===== src/rtl/digit_serial_subtractor.sv =====
// Digit-serial unsigned subtractor: res1 = (a1 - b1) mod 2^WIDTH, borrow = a1 < b1, DIGIT bits/cycle LSD first.
// Latency: accept edge T, out_valid high after edge T+NDIG; minimum issue interval NDIG+2 cycles.
// Backpressure: one op in flight; in_ready low in BUSY/DONE, result held indefinitely while out_ready=0.
// Build option SUB_SATURATE_EN: floor the result at zero whenever the final borrow is set.
module digit_serial_subtractor #(
    parameter int WIDTH = 17,
    parameter int DIGIT = 4
) (
    input  logic             clk,
    input  logic             rst_n,
    input  logic             in_valid,
    output logic             in_ready,
    input  logic [WIDTH-1:0] a1,
    input  logic [WIDTH-1:0] b1,
    output logic             out_valid,
    input  logic             out_ready,
    output logic [WIDTH-1:0] res1,
    output logic             borrow
);

    localparam int NDIG = (WIDTH + DIGIT - 1) / DIGIT;
    localparam int WPAD = NDIG * DIGIT;
    localparam int CW   = (NDIG > 1) ? $clog2(NDIG) : 1;

    typedef enum logic [1:0] {IDLE, BUSY, DONE} state_t;

    state_t state, state_next;

    // Operands are zero-padded to whole digits; a zero-padded partial top digit
    // yields the same borrow-out as taking it at the top real bit.
    logic [WPAD-1:0]  a_reg, b_reg;
    logic [WIDTH-1:0] res_reg, res_next;
    logic             borrow_reg;
    logic             bin;
    logic [CW-1:0]    cnt;
    logic             last_dig;
    logic [DIGIT-1:0] a_dig, b_dig;
    logic [DIGIT:0]   diff;

    assign in_ready  = (state == IDLE);
    assign out_valid = (state == DONE);
    assign res1      = res_reg;
    assign borrow    = borrow_reg;

    // Current digit subtract and merge of its real bits into the result.
    always_comb begin
        a_dig    = '0;
        b_dig    = '0;
        res_next = res_reg;
        last_dig = (int'(cnt) == NDIG - 1);
        for (int j = 0; j < WPAD; j++) begin
            if (j / DIGIT == int'(cnt)) begin
                a_dig[j % DIGIT] = a_reg[j];
                b_dig[j % DIGIT] = b_reg[j];
            end
        end
        diff = {1'b0, a_dig} - {1'b0, b_dig} - (DIGIT + 1)'(bin);
        for (int j = 0; j < WIDTH; j++) begin
            if (j / DIGIT == int'(cnt)) begin
                res_next[j] = diff[j % DIGIT];
            end
        end
    end

    // State register.
    always_ff @(posedge clk) begin
        if (!rst_n) begin
            state <= IDLE;
        end else begin
            state <= state_next;
        end
    end

    // Next-state logic: accept, step through NDIG digits, hold until consumed.
    always_comb begin
        state_next = state;
        case (state)
            IDLE:    if (in_valid)  state_next = BUSY;
            BUSY:    if (last_dig)  state_next = DONE;
            DONE:    if (out_ready) state_next = IDLE;
            default: state_next = IDLE;
        endcase
    end

    // Datapath: latch operands on accept, then one digit per BUSY cycle.
    always_ff @(posedge clk) begin
        if (!rst_n) begin
            a_reg      <= '0;
            b_reg      <= '0;
            res_reg    <= '0;
            borrow_reg <= 1'b0;
            bin        <= 1'b0;
            cnt        <= '0;
        end else begin
            case (state)
                IDLE: begin
                    if (in_valid) begin
                        a_reg <= WPAD'(a1);
                        b_reg <= WPAD'(b1);
                        bin   <= 1'b0;
                        cnt   <= '0;
                    end
                end
                BUSY: begin
                    res_reg <= res_next;
                    bin     <= diff[DIGIT];
                    cnt     <= cnt + 1'b1;
                    if (last_dig) begin
                        borrow_reg <= diff[DIGIT];
`ifdef SUB_SATURATE_EN
                        if (diff[DIGIT]) begin
                            res_reg <= '0;
                        end
`endif
                    end
                end
                default: ;
            endcase
        end
    end

endmodule


===== config.mk =====
export PLATFORM = sky130hd
export DESIGN_NAME = digit_serial_subtractor
export DESIGN_NICKNAME = d
export VERILOG_FILES = /design/src/rtl/digit_serial_subtractor.sv
export SDC_FILE = /design/constraint.sdc
export NUM_CORES = 1
export LEC_CHECK = 0
export CAP_MARGIN = 25
export CELL_PAD_IN_SITES_DETAIL_PLACEMENT = 0
export CELL_PAD_IN_SITES_GLOBAL_PLACEMENT = 1
export CORE_MARGIN = 2
export CORE_UTILIZATION = 46
export CTS_CLUSTER_SIZE = 30
export DETAILED_ROUTE_END_ITERATION = 8
export DONT_BUFFER_PORTS = 1
export PLACE_DENSITY = 0.87
export SLEW_MARGIN = 25
export SYNTH_ARGS = -nofsm -noshare
export SYNTH_HDL_FRONTEND = slang
export SYNTH_SLANG_ARGS = --single-unit
export TNS_END_PERCENT = 30

===== constraint.sdc =====
create_clock -name clk -period 3.6 [get_ports clk]
set_clock_uncertainty 0.05 [all_clocks]
set_input_delay 0.36 -clock clk [delete_from_list [all_inputs] [get_ports clk]]
set_output_delay 0.36 -clock clk [all_outputs]
set_load 0.03 [all_outputs]

# Word level (Yosys, flattened, before mapping)
# Cells that the tools add are included.
# totals
regBits	58
out_inout_bits	20
# op_classes
add_sub_neg	3
eq_ne	10
mux	48
reduce_logical	12
# op_table
cell	count
1-bit 2-to-1 mux	41
2-bit AND reduction	8
3-bit == test, first input constant	3
2-bit 2-to-1 mux	3
2-bit case mux with 3 select lines	1
3-bit case mux with 2 select lines	1
4-bit by 4-bit subtractor with 5-bit output	1
5-bit by 1-bit subtractor with 5-bit output	1
2-bit != test, second input constant	2
3-bit by 1-bit adder with 3-bit output, second input constant	1
2-bit by 3-bit == test with 1-bit output, first input constant	1
3-bit == test, second input constant	1
3-bit logical NOT	1
3-bit 2-to-1 mux	1
3-bit AND reduction	1
2-bit by 1-bit == test with 1-bit output, second input constant	1
2-bit == test, second input constant	1
2-bit logical NOT	1
2-bit by 1-bit != test with 1-bit output, second input constant	1
1-bit case mux with 2 select lines	1
2-bit nonzero test	1

# Depth between registers and ports, before layout
# depth
ltp_word	9
mapped_depth	17
mapped_depth_nobuf	15

# Worst setup path before layout
# Ideal clock, no wire load.
# synth_path
path_kind	register -> register
start	register cnt[0]
end	register bin
arrival_time_ps	2699
t_required_ps	3435
path_slack_ps	736
stages_incl_launch_ff	17
n_path_buf	1
cell_sequence	dfxtp_1 -> ha_1 -> ha_1 -> buf_4 -> inv_1 -> nor2_1 -> a32oi_1 -> nand2_1 -> a21oi_1 -> fa_1 -> inv_1 -> fa_1 -> nand2b_1 -> a21oi_1 -> xnor2_1 -> o21ai_0 -> and2_1
# synth_between
elab_chain_len	9
# synth_lines
item	line_no	text
from (decl)	35	logic [CW-1:0] cnt;
from (signal assigned)	107	cnt <= cnt + 1'b1;
3-bit logical NOT	52	if (j / DIGIT == int'(cnt)) begin
1-bit 2-to-1 mux (5 in series)	52	
4-bit by 4-bit subtractor with 5-bit output *	57	diff = {1'b0, a_dig} - {1'b0, b_dig} - (DIGIT + 1)'(bin);
5-bit by 1-bit subtractor with 5-bit output *	57	
1-bit case mux with 2 select lines *	95	case (state)
to (signal assigned)	106	bin <= diff[DIGIT];
to (decl)	34	logic bin;
# Every way passes the cells marked *; elsewhere a longest branch is shown, timed or not.
# A chain may end at the register's enable or synchronous reset.

# Final worst setup path
# Same ends and word-level chain as after synthesis.

==> summary.md <==
| Metric | Value |
|---|---|
| # resized after CTS | 0 |
| Hold Vio Cnt, Final | 0 |
| Vias in the first global route | 2,185 |
| Peak VDD IR | 0.208 mV |
| Row Count | 28 |
| Post-CTS Setup Bufs | 0 |
| Total CTS buffers | 9 |
| Commonest non-fill, non-tap cell in the layout | nand2_1 |
| CP cell instances | inv_1 > ha_1 > nand3b_1 > a21oi_1 > a21oi_1 > o31ai_1 > fa_1 > inv_1 > fa_1 > nand2b_1 > a21oi_1 > xnor2_1 > o21ai_0 > and2_1 |
| Fin. max-slew vios | 0 |
| Crit end category | flop |
| Switch Pwr | 387 uW |
| Share of cells above drive strength 1 | 6.73% |
| Syn_nets | 400 |
| Max Freq | 0.312 GHz |
| Setup tns final | 0 ns |
| Power, Total | 1.42 mW |
| Synth top area share | 39.9% |
| RSZ-0062 raised after global routing | no |
| Gate power share | 14.2% |
| Drc violations | 0 |
| Die Ht | 83.6 um |
| Sw Share | 27.2% |
| First DRT Iteration DRCs | 121 |
| Num ports | 58 |
| Kind of critical path | flop to flop |
| Routed via count | 2,248 |
| Worst hold path class | input port to flop |
| Internal | 1.03 mW |
| Die area | 6980 um2 |
| Worst hold margin | 0.101 ns |
| CTS tree | yes |
| Worst slew pin tran | 0.810 ns |
| CP Data Arrival Time | 3.39 ns |
| Power Dens Cells | 473 nW/um2 |
| Global Route Usage Sum | 18.8% |
| DIE WIDTH | 83.6 um |
| CTS root buf | clkbuf_8 |
| Most frequent cells in the layout | 101 x nand2_1, 58 x dfxtp_1, 30 x a21boi_1 |
| GP Congestion | 0.838 |
| Max FO, Critical Path | 15 |
| Seq/Total Area, Yosys | 39.9% |
| YS warnings | 0 |
| Avg Vias per Cell | 5.39 |
| Final worst-path cycle share | 89.1% |
| Max stage delay on crit path | 0.48 ns |
| Cell taking the most area after synthesis | dfxtp_1 |
| Final number of setup-violating endpoints | 0 |
| Synthesized instance count | 351 |
| Leak | 1.25 nW |
| Hold Buf Count CTS | 0 |
| Starting Density | 48.3% |
| Synthesis-stage register bit count | 58 |
| Global-route wire length before repair | 10.6 mm |
| Synth top area cells | dfxtp_1 40%, nand2_1 13%, a21boi_1 7.7%, ha_1 3.9%, buf_6 3.5% |
| Synth unique cells | 40 |
| Syn avg cell area | 8.30 um2 |
| CTS sink cnt | 58 |
| H-Tree Depth | 3 |
| Clock power share | 35.4% |
| Area Overhead vs Synth | 3.18% |
| Clock Pin Slew Worst Setup and Hold Paths | 0.06 ns |
| Avg WL per Cell | 14.7 um |
| CORE AREA | 6030 um2 |
| Synth Cell Area | 2910 um2 |
| WP data required | 3.78 ns |
| Number of routed nets with antenna violations | 0 |
| Number of diodes | 0 |
| # Max-Cap Violations | 0 |
| Final HPWL DP | 4.36 mm |
| Worst setup SP type | flop |
| Slowest-stage cell, CP | ha_1 |
| Initial antenna violation count | 0 |
| Most used cell, CP | a21oi_1 |
| Run status | complete, no violations |
| PnR worst setup slack | 0.392 ns |
| Port bufs | 0 |
| Nets | 389 |
| Reg power frac | 50.4% |
| Reg2reg setup slack | 0.39 ns |
| Latest clock arrival within the worst-skew pair | 0.33 ns |
| Pre-CTS WS | 0.380 ns |
| Maximum number of pins on one net before global-route repair | 61 |
| DRT Pass-1 Iters | 4 |
| WL final | 6.14 mm |
| Gr ovfl total | 0 |
| Max clock buf depth | 2 |
| Tmin final | 3.21 ns |
| Worst slew margin | 45.9% |
[per-stage QoR]
step	cell area, um2	cells	utilization, %
floorplan	2910	351	-
global route	3010	417	49.9
CTS	3000	417	49.9
detailed placement	2850	404	47.2
finish	3010	417	49.9
global placement	2850	404	47.2
[layout make-up]
class                      instances  area [um2]
multi-input combinational        259        1540
clock buffer                      13         159
sequential                        58        1160
timing repair buffer               3        22.5
fill                             604        3020
inverter                           9        33.8
tap                               75        93.8
[path summary, 6_finish.rpt]
path         startpoint       end  cells after the start
max              cnt[0]       bin                     14
min               rst_n  state[1]                      1
max reg2reg      cnt[0]       bin                     14
min reg2reg    a_reg[9]  a_reg[9]                      2
[kinds of logic after synthesis]
| family | count (synthesis) | synth area share (%) |
|---|---|---|
| DFF | 58 | 39.9 |
| adders and majority gates | 11 | 5.24 |
| AOI/OAI and AO/OA | 84 | 20.8 |
| buffers and inverters | 34 | 7.47 |
| xor gates and xnor gates | 2 | 0.601 |
| and+or+nand+nor | 158 | 24.6 |
| muxes | 4 | 1.37 |
[worst max-delay path: cells and delay by family, from the launching register on]
family                   cells  cell delay (ns)
adder cells (fa/ha/maj)      3             1.13
AO/OA/AOI/OAI                5             0.81
AND/OR/NAND/NOR              3             0.45
flip-flops                   1             0.35
buffers and inverters        2             0.17
XOR/XNOR                     1             0.16
[cells in the mapped netlist, drive strengths merged]
library cell    n
dfxtp          58
inv             9
clkbuf          7
xnor2           2
nor2b          10
nor2           15
mux2i           4
o31ai           1
a211oi          3
o211a          10
nand4           1
nand3b          1
nand3          17
o21ai          10
a32o            3
buf            18
a31oi           1
and4            1
a22o            1
nand2         101
a21oi          16
ha              9
a21boi         36
o21a            1
fa              2
nand2b          3
and2            4
and3            5
a32oi           2
[per-layer routing]
layer  routed length, um  vias up  track usage [%]  part of all wire (%)
met3                 370       11             5.64                   6.0
met5                   0        -                0                     0
met2                2640       59             27.6                    43
met4                 119        0             8.50                   1.9
met1                3010     1021             25.4                    49
li1                    -     1157                -                     -
[power groups by stage]
stage | Combinational [mW] | Clock, mW | Sequential (mW)
floorplan | 0.184 | 0 | 0.722
global placement | 0.199 | 0 | 0.729
detailed placement | 0.202 | 0 | 0.731
CTS | 0.203 | 0.516 | 0.717
global route | 0.233 | 0.545 | 0.721
finish | 0.202 | 0.503 | 0.716
(Power assumes the default switching activity.)
